--- config.mk ---
export PLATFORM = sky130hd
export DESIGN_NAME = gpr_read_sched
export DESIGN_NICKNAME = d
export VERILOG_FILES = /design/src/rtl/gpr_read_sched.sv
export SDC_FILE = /design/constraint.sdc
export NUM_CORES = 1
export LEC_CHECK = 0
export BUFFER_PORTS_ARGS = -buffer_cell sky130_fd_sc_hd__buf_2
export CAP_MARGIN = 20
export CORE_UTILIZATION = 50
export CTS_CLUSTER_SIZE = 30
export DETAILED_ROUTE_END_ITERATION = 6
export GPL_ROUTABILITY_DRIVEN = 0
export PLACE_DENSITY = 0.87
export SLEW_MARGIN = 20
export SYNTH_ARGS = -nofsm -noshare
export SYNTH_HDL_FRONTEND = slang
export SYNTH_SLANG_ARGS = --single-unit
--- constraint.sdc ---
create_clock -name clk -period 2.5 [get_ports clk]
set_clock_uncertainty 0.15 [all_clocks]
set_input_delay 0.125 -clock clk [delete_from_list [all_inputs] [get_ports clk]]
set_output_delay 0.125 -clock clk [all_outputs]
set_load 0.1 [all_outputs]
--- src/rtl/gpr_read_sched.sv ---
// Serialises the decoder's rs1/rs2 reads onto a single-read-port GPR file and returns both operands at once.
// Optional build macro: YSYX_23060201_GPR_X0_SKIP_EN (skip port reads of address 0, returning 0 instead).
module gpr_read_sched #(
    parameter int RD_LAT = 1,
    parameter int ADDR_W = 5,
    parameter int DATA_W = 32
) (
    input  logic              clk,
    input  logic              rst_n,
    input  logic              req_valid,
    output logic              req_ready,
    input  logic [1:0]        req_ren,
    input  logic [ADDR_W-1:0] req_raddr1,
    input  logic [ADDR_W-1:0] req_raddr2,
    output logic              rsp_valid,
    input  logic              rsp_ready,
    output logic [DATA_W-1:0] rsp_rdata1,
    output logic [DATA_W-1:0] rsp_rdata2,
    output logic              gpr_en,
    output logic [ADDR_W-1:0] gpr_raddr,
    input  logic [DATA_W-1:0] gpr_rdata
);

    typedef enum logic [1:0] {
        IDLE  = 2'd0,
        ISSUE = 2'd1,
        WAIT  = 2'd2,
        RESP  = 2'd3
    } state_t;

    state_t              state_reg,   state_next;
    logic [1:0]          pending_reg, pending_next;
    logic [2:0]          cnt_reg,     cnt_next;
    logic [ADDR_W-1:0]   raddr1_reg,  raddr1_next;
    logic [ADDR_W-1:0]   raddr2_reg,  raddr2_next;
    logic [DATA_W-1:0]   rdata1_reg,  rdata1_next;
    logic [DATA_W-1:0]   rdata2_reg,  rdata2_next;
    logic [1:0]          accept_pending;
    logic [1:0]          remaining;

    // Operands at address 0 can optionally be dropped at accept time.
`ifdef YSYX_23060201_GPR_X0_SKIP_EN
    assign accept_pending[0] = req_ren[0] && (req_raddr1 != '0);
    assign accept_pending[1] = req_ren[1] && (req_raddr2 != '0);
`else
    assign accept_pending    = req_ren;
`endif

    // rs1 is always served before rs2, so the bits left after this read follow directly.
    assign remaining = pending_reg[0] ? {pending_reg[1], 1'b0} : 2'b00;

    always_ff @(posedge clk or negedge rst_n) begin
        if (!rst_n) begin
            state_reg   <= IDLE;
            pending_reg <= '0;
            cnt_reg     <= '0;
            raddr1_reg  <= '0;
            raddr2_reg  <= '0;
            rdata1_reg  <= '0;
            rdata2_reg  <= '0;
        end else begin
            state_reg   <= state_next;
            pending_reg <= pending_next;
            cnt_reg     <= cnt_next;
            raddr1_reg  <= raddr1_next;
            raddr2_reg  <= raddr2_next;
            rdata1_reg  <= rdata1_next;
            rdata2_reg  <= rdata2_next;
        end
    end

    always_comb begin
        state_next   = state_reg;
        pending_next = pending_reg;
        cnt_next     = cnt_reg;
        raddr1_next  = raddr1_reg;
        raddr2_next  = raddr2_reg;
        rdata1_next  = rdata1_reg;
        rdata2_next  = rdata2_reg;
        req_ready    = 1'b0;
        rsp_valid    = 1'b0;
        gpr_en       = 1'b0;
        gpr_raddr    = '0;

        case (state_reg)
            IDLE: begin
                req_ready = 1'b1;
                if (req_valid) begin
                    raddr1_next  = req_raddr1;
                    raddr2_next  = req_raddr2;
                    rdata1_next  = '0;
                    rdata2_next  = '0;
                    pending_next = accept_pending;
                    state_next   = (accept_pending != 2'b00) ? ISSUE : RESP;
                end
            end

            ISSUE: begin
                gpr_en     = 1'b1;
                gpr_raddr  = pending_reg[0] ? raddr1_reg : raddr2_reg;
                cnt_next   = 3'(RD_LAT);
                state_next = WAIT;
            end

            WAIT: begin
                cnt_next = cnt_reg - 3'd1;
                // Counter reaches 1 exactly RD_LAT cycles after the ISSUE cycle.
                if (cnt_reg == 3'd1) begin
                    if (pending_reg[0]) begin
                        rdata1_next = gpr_rdata;
                    end else begin
                        rdata2_next = gpr_rdata;
                    end
                    pending_next = remaining;
                    state_next   = (remaining != 2'b00) ? ISSUE : RESP;
                end
            end

            RESP: begin
                rsp_valid = 1'b1;
                if (rsp_ready) begin
                    state_next = IDLE;
                end
            end

            default: begin
                state_next = IDLE;
            end
        endcase
    end

    assign rsp_rdata1 = rdata1_reg;
    assign rsp_rdata2 = rdata2_reg;

endmodule

==> reports/results.tsv <==
metric	value	unit
outcome	completed	
CP Class	flop to flop	
Worst-Skew Late Latency	0.35	ns
Post-synth top cells	dfrtp_1 (81), mux2_2 (63), and2_1 (33)	
setup bufs post-CTS	0	
post-synth top area share	0.568	
Post-Route WL	8.10	mm
core area	6830	um2
post-CTS sizing	0	
Reg2Reg Setup Slack	0.22	ns
synthesis-to-finish area growth	39.3	%
total track usage	0.224	
cell accounting for the most synthesized area	dfrtp_1	
Worst Hold Class	input port to flop	
Critical Path End	rsp_rdata2[4]	
Die Y	86.5	um
fmax	439	MHz
setup repair after global routing missed its margin	false	
Worst R2R Path Depth	6	
max cap viols	0	
IO Port Bufs	119	
CP Launch Point	state_reg[0]	
Post-route DRC	0	
leading cell type by number of instances after synthesis	dfrtp_1	
Final Max Tran Viols	0	
WP data required	2.58	ns
Post-synth EDFFs	0	
crit start category	flop	
final setup violation count	0	
Primary FF master, synth	dfrtp_1	
DR pass1 iterations	4	
max_slew headroom	0.514	
ratio of cells with drive above 1 in the final layout	0.501	
CP Capture Type	flop	
clock buffer depth	2	
# rows	30	
nets@finish	479	
DR iter-0 viols	82	
Via density	4.95	
worst path arrival time	2.36	ns
Hold Path Cell Cnt	4	
final cycle utilization of the critical path	0.911	
Final HPWL DP	4.98	mm
Syn. warnings	0	
# clock sinks	81	
Avg Synthesized Cell Area	14.1	um2
Routed Antenna Nets	0	
first-pass GRT wire length	12.6	mm
initial antenna violation count	0	
Fin Setup TNS	0	ns
Diodes inserted	0	
Starting Density	0.522	
Final Hold Vio Count	0	
ys async rst share	1.00	
Final Hold Slack	0.0337	ns
Worst R2R Start	state_reg[0]	
Synth cell types	29	
FF-to-FF End	rsp_rdata2[4]	
FF+latch count, synth	81	
drt wl/cell	15.4	um
CP Max Fanout	16	
gr ovfl total	0	
Die Area	7470	um2
die width	86.5	um
CTS Root Cell	clkbuf_8	
largest net degree at the start of global routing	82	
sequential-to-total area share from yosys stat	0.568	
total CTS buffers	9	
Syn Inst Count	253	
CTS tree	done	
I/O pin cnt	120	
Syn Std Cell Area	3570	um2
worst slew pin tran	0.729	ns
clock period minus worst slack	2.28	ns
post-synth net total	308	
H-tree depth	3	
Reg clk slew, reported paths	0.08	ns
Fill cells	470	
largest cells by area after synthesis	dfrtp_1 (57%), mux2_2 (20%), and2_1 (5.8%)	
Vias	2597	
vias in the first global route	2731	
[worst min path at each step]
| stage | startpoint | to | slack [ns] |
|---|---|---|---|
| after floorplan | rst_n | cnt_reg[0] | -0.32 |
| after global placement | rst_n | rsp_rdata1[30] | 0.20 |
| after detailed placement | rst_n | rsp_rdata1[28] | 0.21 |
| after CTS | req_ren[1] | pending_reg[1] | 0.02 |
| after global routing | req_ren[1] | pending_reg[1] | 0.05 |
| final | req_ren[1] | pending_reg[1] | 0.03 |
[cells in the final DEF, fill, tap and decap left out, types with 2 or more instances in the layout]
cell | Yosys | routed
buf_4 | 0 | 8
dlygate4sd3_1 | 0 | 45
nor2b_1 | 7 | 2
mux2_1 | 12 | 12
buf_2 | 4 | 118
dfrtp_1 | 81 | 81
clkbuf_8 | 0 | 10
and2_1 | 33 | 33
o21ai_0 | 2 | 2
a211oi_1 | 2 | 2
nor2b_2 | 0 | 5
bufinv_16 | 0 | 2
nor2_1 | 2 | 2
mux2_2 | 63 | 63
ha_1 | 7 | 6
inv_1 | 7 | 7
mux2i_1 | 9 | 9
a211oi_4 | 1 | 2
nand2_1 | 2 | 2
[what timing repair did]
item                                    in CTS  in global routing
hold buffers                                45                  0
endpoints found under the setup margin       0                  0
hold endpoints to repair                   153                  0
[stage by stage]
stage / std cells / setup slack (ns) / instance area [um2] / util
after floorplan: 253 / -0.107 / 3580 / -
after global placement: 464 / 0.271 / 4290 / 0.627
after detailed placement: 464 / 0.212 / 4290 / 0.627
after CTS: 525 / 0.197 / 4960 / 0.727
after global routing: 525 / 0.101 / 4970 / 0.727
final: 525 / 0.223 / 4970 / 0.727
[layer usage]
layer  routed length (um)  vias up  GRT usage
met5                    0        -          0
met4                  259        0      0.115
met3                  432       25     0.0543
met2                 4130       96      0.387
met1                 3280     1264      0.260
li1                     -     1212          -
[final cells by class]
cell class	count	area, um2	share of cell area
timing repair buffer	172	1110	0.224
clock inverter	6	90.1	0.0181
tap	96	120	0.0242
multi-input combinational	153	1460	0.293
sequential	81	2030	0.408
inverter	7	26.3	0.00529
clock buffer	10	138	0.0277
[critical path: stages, from the launching register on]
cell and delay (ns):
dfrtp_1 0.40, inv_1 0.13, ha_2 0.31, nor2b_1 0.52, a211oi_4 0.08, buf_4 0.23, mux2_1 0.33
[cells by family after synthesis]
| kind of cell | after synthesis | synth area share |
|---|---|---|
| mux | 84 | 0.262 |
| flops | 81 | 0.568 |
| simple gates | 49 | 0.0846 |
| buf+inv | 19 | 0.0298 |
| compound gates | 13 | 0.0305 |
| fa+ha+maj | 7 | 0.0246 |
Power is left out: the tool's default activity adds up to more than one toggle a clock period on the data nets, which glitch-free logic cannot reach.
